[src/rtl/count_sequence_monitor.sv]
// count_sequence_monitor
//   Observer for a mod-2^WIDTH up/down counter. The block samples the observed
//   count on every rising clock edge and predicts the value for the next edge
//   from the sampled direction and hold inputs. It locks after LOCK_CYCLES
//   consecutive correct transitions. Once locked, it flags a deviation, counts
//   errors in a saturating tally and, optionally, reports correct wrap-around
//   transitions.
//
//   Optional feature: define COUNT_MON_WRAP_EN to build the wrap classifier.
//   Without it, wrap is tied to 0.
//
// Parameters
//   WIDTH       : counter width (modulus 2^WIDTH)
//   LOCK_CYCLES : consecutive correct transitions needed to lock (>= 1)
//   ERR_CNT_W   : width of the saturating error tally
// Ports
//   clock     in  : rising-edge clock
//   clear     in  : asynchronous active-high reset
//   count     in  : observed counter value
//   mode      in  : observed direction, 0 = up, 1 = down
//   hold      in  : 1 = counter expected to stay put on the next edge
//   locked    out : 1 while tracking
//   mismatch  out : one-cycle pulse on a bad transition while locked
//   expected  out : value count must take at the next edge
//   err_count out : saturating mismatch tally
//   wrap      out : one-cycle pulse on a correct wrap while locked
module count_sequence_monitor #(
  parameter int WIDTH       = 4,
  parameter int LOCK_CYCLES = 2,
  parameter int ERR_CNT_W   = 8
) (
  input  logic                 clock,
  input  logic                 clear,
  input  logic [WIDTH-1:0]     count,
  input  logic                 mode,
  input  logic                 hold,
  output logic                 locked,
  output logic                 mismatch,
  output logic [WIDTH-1:0]     expected,
  output logic [ERR_CNT_W-1:0] err_count,
  output logic                 wrap
);

  typedef enum logic {ACQ = 1'b0, TRACK = 1'b1} state_t;

  localparam int                   LCW         = $clog2(LOCK_CYCLES + 1);
  localparam logic [LCW-1:0]       LOCK_TARGET = LCW'(LOCK_CYCLES);
  localparam logic [LCW-1:0]       ONE_L       = LCW'(1);
  localparam logic [WIDTH-1:0]     ONE_W       = WIDTH'(1);
  localparam logic [ERR_CNT_W-1:0] ONE_E       = ERR_CNT_W'(1);

  // Value the counter must show one edge after showing c.
  function automatic logic [WIDTH-1:0] predict(input logic [WIDTH-1:0] c,
                                               input logic m, input logic h);
    if (h)      return c;
    else if (m) return c - ONE_W;
    else        return c + ONE_W;
  endfunction

  function automatic logic [ERR_CNT_W-1:0] sat_inc(input logic [ERR_CNT_W-1:0] v);
    return (v == {ERR_CNT_W{1'b1}}) ? v : v + ONE_E;
  endfunction

  state_t               state, state_nxt;
  logic                 valid, valid_nxt;
  logic [LCW-1:0]       lock_cnt, lock_cnt_nxt;
  logic                 mismatch_nxt;
  logic [ERR_CNT_W-1:0] err_nxt;
  logic [WIDTH-1:0]     expected_nxt;
  logic                 match;

  // Locked is a pure decode of the state flop, so it stays registered.
  assign locked = (state == TRACK);

  always_comb begin
    state_nxt    = state;
    valid_nxt    = 1'b1;
    lock_cnt_nxt = lock_cnt;
    mismatch_nxt = 1'b0;
    err_nxt      = err_count;
    // The prediction always follows the observed count. After a miss, it
    // therefore resynchronises to the real sequence without extra handling.
    expected_nxt = predict(count, mode, hold);
    match        = (count == expected);

    // The first edge after reset only captures. Nothing is compared on it.
    if (valid) begin
      case (state)
        ACQ: begin
          if (match) begin
            if (lock_cnt + ONE_L == LOCK_TARGET) begin
              state_nxt    = TRACK;
              lock_cnt_nxt = '0;
            end else begin
              lock_cnt_nxt = lock_cnt + ONE_L;
            end
          end else begin
            lock_cnt_nxt = '0;
          end
        end
        TRACK: begin
          if (!match) begin
            state_nxt    = ACQ;
            lock_cnt_nxt = '0;
            mismatch_nxt = 1'b1;
            err_nxt      = sat_inc(err_count);
          end
        end
        default: state_nxt = ACQ;
      endcase
    end
  end

  always_ff @(posedge clock or posedge clear) begin
    if (clear) begin
      state     <= ACQ;
      valid     <= 1'b0;
      lock_cnt  <= '0;
      mismatch  <= 1'b0;
      err_count <= '0;
      expected  <= '0;
    end else begin
      state     <= state_nxt;
      valid     <= valid_nxt;
      lock_cnt  <= lock_cnt_nxt;
      mismatch  <= mismatch_nxt;
      err_count <= err_nxt;
      expected  <= expected_nxt;
    end
  end

`ifdef COUNT_MON_WRAP_EN
  // Direction and hold are registered with the prediction. A wrap is
  // classified against the transition those values governed.
  logic mode_r, hold_r, wrap_nxt;

  always_comb begin
    wrap_nxt = valid && (state == TRACK) && match && !hold_r &&
               ((!mode_r && (count == '0)) || (mode_r && (count == '1)));
  end

  always_ff @(posedge clock or posedge clear) begin
    if (clear) begin
      mode_r <= 1'b0;
      hold_r <= 1'b0;
      wrap   <= 1'b0;
    end else begin
      mode_r <= mode;
      hold_r <= hold;
      wrap   <= wrap_nxt;
    end
  end
`else
  assign wrap = 1'b0;
`endif

endmodule
[config.mk]
export PLATFORM = sky130hd
export DESIGN_NAME = count_sequence_monitor
export DESIGN_NICKNAME = d
export VERILOG_FILES = /design/src/rtl/count_sequence_monitor.sv
export SDC_FILE = /design/constraint.sdc
export NUM_CORES = 1
export LEC_CHECK = 0
export ABC_AREA = 1
export CAP_MARGIN = 20
export CORE_MARGIN = 1
export CORE_UTILIZATION = 53
export CTS_CLUSTER_DIAMETER = 30
export CTS_CLUSTER_SIZE = 28
export DETAILED_ROUTE_END_ITERATION = 10
export PLACE_DENSITY = 0.85
export SYNTH_ARGS = -nofsm -noshare
export SYNTH_HDL_FRONTEND = slang
export SYNTH_SLANG_ARGS = --single-unit
[constraint.sdc]
create_clock -name clock -period 2.97 [get_ports clock]
set_input_delay 0.4455 -clock clock [delete_from_list [all_inputs] [get_ports clock]]
set_output_delay 0.4455 -clock clock [all_outputs]
set_load 0.03 [all_outputs]
---- Word level (Yosys, flattened, before mapping) ----
Index checks and enable logic that the tools add are counted.
cells by class
  eq/ne operators ......................... 4
  $add $sub $neg .......................... 4
  reduce and logical (&&, ||, !) cells .... 2
  bitwise gates (word level) .............. 3
  mux-type cells .......................... 13
operators with widths
  cell                                                                number
  8-bit by 1-bit adder with 8-bit output, second input constant       1
  8-bit == test, second input constant                                1
  4-bit two-way mux                                                   2
  1-bit two-way mux                                                   6
  2-bit two-way mux                                                   3
  4-bit by 1-bit adder with 4-bit output, second input constant       1
  4-bit == test                                                       1
  2-bit one-hot mux with 2 select lines                               1
  4-bit AND reduction                                                 1
  4-bit by 1-bit subtractor with 4-bit output, second input constant  1
  1-bit inverter                                                      3
  2-bit by 1-bit adder with 2-bit output, second input constant       1
  2-bit == test, second input constant                                1
  2-bit != test, second input constant                                1
  1-bit one-hot mux with 2 select lines                               1
  2-bit AND reduction                                                 1
storage, ports and cells
  output and inout port bits .............. 15
  register bits after elaboration ......... 17
  input bits .............................. 8

---- Logic depth before layout (Yosys ltp) ----
  depth after elaboration ................. 5
  depth in mapped cells ................... 9
  depth with buffers taken out ............ 8

---- Worst setup path before layout ----
OpenSTA, ideal clock, no wires.
  path kind ............................... reg2reg
  start point ............................. register err_count[0]
  end point ............................... register err_count[6]
  setup slack ............................. 1.487 ns
  required time ........................... 2.904 ns
  clock period less this slack ............ 1.483 ns
  library setup time ...................... 0.066 ns
  stages on the path, launching flop included .. 8
  data arrival time ....................... 1.417 ns
  cells stage by stage .................... dfrtp_1 ha_1 nand2_1 inv_1 nand4_4 nand3_4 nand2_1 nand2_1
between the ends
  longest elaborated chain between the ends .. 3
RTL lines
  element                                                                                         RTL line  source
  start: declaration                                                                              40        output logic [ERR_CNT_W-1:0] err_count,
  start signal: assignment                                                                        127       err_count <= err_nxt;
  parallel branches: the longest is 3 deep, another holds 8-bit by 1-bit adder with 8-bit output  --
Parallel ways; which one is timed is not known.
A chain may end at the register's enable or synchronous reset.

---- Final worst setup path ----
  start point ............................. register err_count[6]
  end point ............................... output err_count[6]
No word-level cell between the ends.

==> impl_metrics.yaml <==
run:
  maxCapViolCount: 0
worst_hold_path:
  holdPathEnd: "lock_cnt[1]"
  worstHoldPathType: "reg -> reg"
  holdCritStartpoint: "lock_cnt[1]"
  holdPathStages: 2
drt:
  drc: 0
  first_iter_violations: 13
  firstDrtPassIters: 4
  totalWireLength_mm: 2.015
  via_count: 917
  final_antenna_net_count: 0
  viasPerCell: 5.011
  routedWlPerCell_um: 11.01
critical_path:
  cp_slowest_cell: "clkdlybuf4s50_1"
  r2r_slack_ns: 1.53
  cp_top_family: "buffers and inverters"
  critical_path_required_ns: 2.52
  cp-end-kind: "primary output"
  critical_path_peak_fanout: 6
  crit_chain: "clkdlybuf4s50_1"
  reg2reg_depth: 7
  worst-path-buf-inv: 1
  rr_startpoint: "err_count[0]"
  critPathKind: "reg -> out"
  start_kind: "register"
  slowest_delay_ns: 0.71
  r2r-end: "err_count[6]"
  worstPathArrival_ns: 1.47
placement:
  post-place-ws_ns: 1.053
  dp_hpwl_mm: 1.553
  gp_congestion: 0.8277
  place_inst: 179
  port_buffers: 21
logic_synthesis:
  synth_cell_types: 26
  ys_seq_elements: 17
  synth_area_leaders: "dfrtp_1, nand2_1, inv_1"
  synthCells: 135
  synth.avg_cell_area_um2: 7.785
  async_flop_share: 1.000
  synth_area_leader_cell: "dfrtp_1"
  yosys_most_used_dff: "dfrtp_1"
  syn_area_um2: 1051
  synth_enable_flop_cells: 0
  syn_nets: 147
  yosysSeqAreaShare: 0.4048
  yosys_warnings: 0
  yosys.area.top_type_share: 0.4048
power:
  power_density_nw_per_um2: 533.3
  switchingPower_mw: 0.2663
  internal_power_mw: 0.4269
  seqPwrFrac: 0.445
  vdd.ir_drop.worst_v: 0.0003310
  leakage_nw: 0.6635
  swShare: 0.3842
  power_frac_clock: 0.175
  power_frac_comb: 0.380
final_layout:
  syn_to_final_growth_pct: 23.69
  instances_no_fill: 183
  drive_gt1_frac: 0.1013
  n_antenna_cell: 0
  fin_nets: 171
die:
  initial_core_util: 0.5895
  rows: 15
  design.die.area_um2: 2165
  die_h_um: 46.53
  dieWidth_um: 46.53
  io_pins: 23
  core_um2: 1783
grt:
  grtUsageMet3: 0.04706
  antenna_found_initial: 0
  grt_first_pass_wirelength_mm: 3.312
  grt_use_met1: 0.2531
  track_usage: 0.2209
  grt_start_max_net_pins: 18
  grt_pass1_vias: 833
  use_met2: 0.3917
  grt-busiest-layer: "met2"
  gr-total-overflow: 0
sta:
  grt_setup_unrepaired: "false"
  fmax_mhz: 521.2
  slew_violations: 0
  post-route-min-period_ns: 1.919
  hold_slack_ns: 0.5175
  fin_skew_ns: 0.001874
  fin_crit_sh: 0.6460
  setup_violations: 0
  setup_tns_ns: 0
  finalWorstSetupSlack_ns: 1.051
  hold_viol: 0
  maxSlewHeadroom: 0.5737
  worstMarginPinSlew_ns: 0.6388
clock_network:
  cts-hold-fix-buffers: 0
  numCtsBuffers: 3
  root_buffer: "clkbuf_4"
  clock_path_buffers: 2
  cts_setup_buffers: 0
  ctsResizeCount: 0
  htree_levels: 1
  clk_pin_slew_ns: 0.09
  clk_latency_ns: 0.28
  cts_tree: "built"
  clock-sinks: 17
outcome:
  status: "finished, final reports clean"
## worst max-delay path by stage
stage,slack [ns],to,cells after the start,startpoint
after detailed placement,1.05,expected[3],8,mode
after global routing,0.99,err_count[6],1,err_count[6]
after global placement,1.11,expected[2],5,count[0]
after floorplan,1.49,err_count[6],7,err_count[0]
final,1.05,err_count[6],1,err_count[6]
after CTS,1.05,err_count[6],1,err_count[6]
## layer usage
| layer | vias up | wire [um] |
|---|---|---|
| met5 | - | 0 |
| met4 | 0 | 12 |
| met3 | 2 | 53 |
| met2 | 19 | 1030 |
| met1 | 430 | 919 |
| li1 | 466 | - |
## through the flow
stage	area (um2)	util	power [mW]
after floorplan	1051	-	0.4768
final	1300	0.7291	0.6932
after global placement	1274	0.7144	0.5665
after global routing	1300	0.7291	0.7429
after CTS	1300	0.7291	0.6967
after detailed placement	1274	0.7144	0.5760
## cells in the final DEF, fill, tap and decap left out, types with 2 or more instances in the layout
cell	synthesis	final
ha_1	3	3
nand3b_1	2	2
o21ai_0	4	4
dfrtp_1	17	17
inv_1	15	15
nor2_2	2	2
clkdlybuf4s50_1	0	21
a21oi_1	2	2
nor2_1	9	9
inv_2	4	4
nand2_1	46	46
nand3_1	3	3
xnor2_1	4	4
nand4_1	8	8
conb_1	2	2
clkbuf_4	0	3
nand2_2	3	3
## layout make-up
class,count,area (um2)
Multi-Input combinational cell,97,535.5
Timing Repair Buffer,21,210.2
Inverter,19,71.32
Fill cell,138,483.0
Tap cell,25,31.28
Sequential cell,17,425.4
Clock buffer,4,26.28
## power groups by stage
stage	sequential (mW)	combinational (mW)	clock, mW
finish	0.308	0.264	0.121
global route	0.315	0.290	0.138
CTS	0.306	0.266	0.125
detailed placement	0.311	0.265	0
global placement	0.309	0.258	0
floorplan	0.368	0.108	0
## cells in the mapped netlist (2+ instances only)
master	number
xnor2_1	4
nand2_1	46
nand2_2	3
inv_1	15
nor2_1	9
ha_1	3
nand3b_1	2
nand4_1	8
nor2_2	2
dfrtp_1	17
conb_1	2
inv_2	4
o21ai_0	4
nand3_1	3
a21oi_1	2
## cell families after synthesis
group | synth area share
buf+inv | 0.08571
simple gates | 0.3667
other cells | 0.007146
compound gates | 0.03929
flops | 0.4048
xor+xnor | 0.04166
fa+ha+maj | 0.05477
## state kept, by name (all words and copies together), names as in the netlist
register	flops
expected	4
err_count	8
mismatch	1
valid	1
locked	1
lock_cnt	2
No activity file was read; power rests on OpenSTA's default activity.
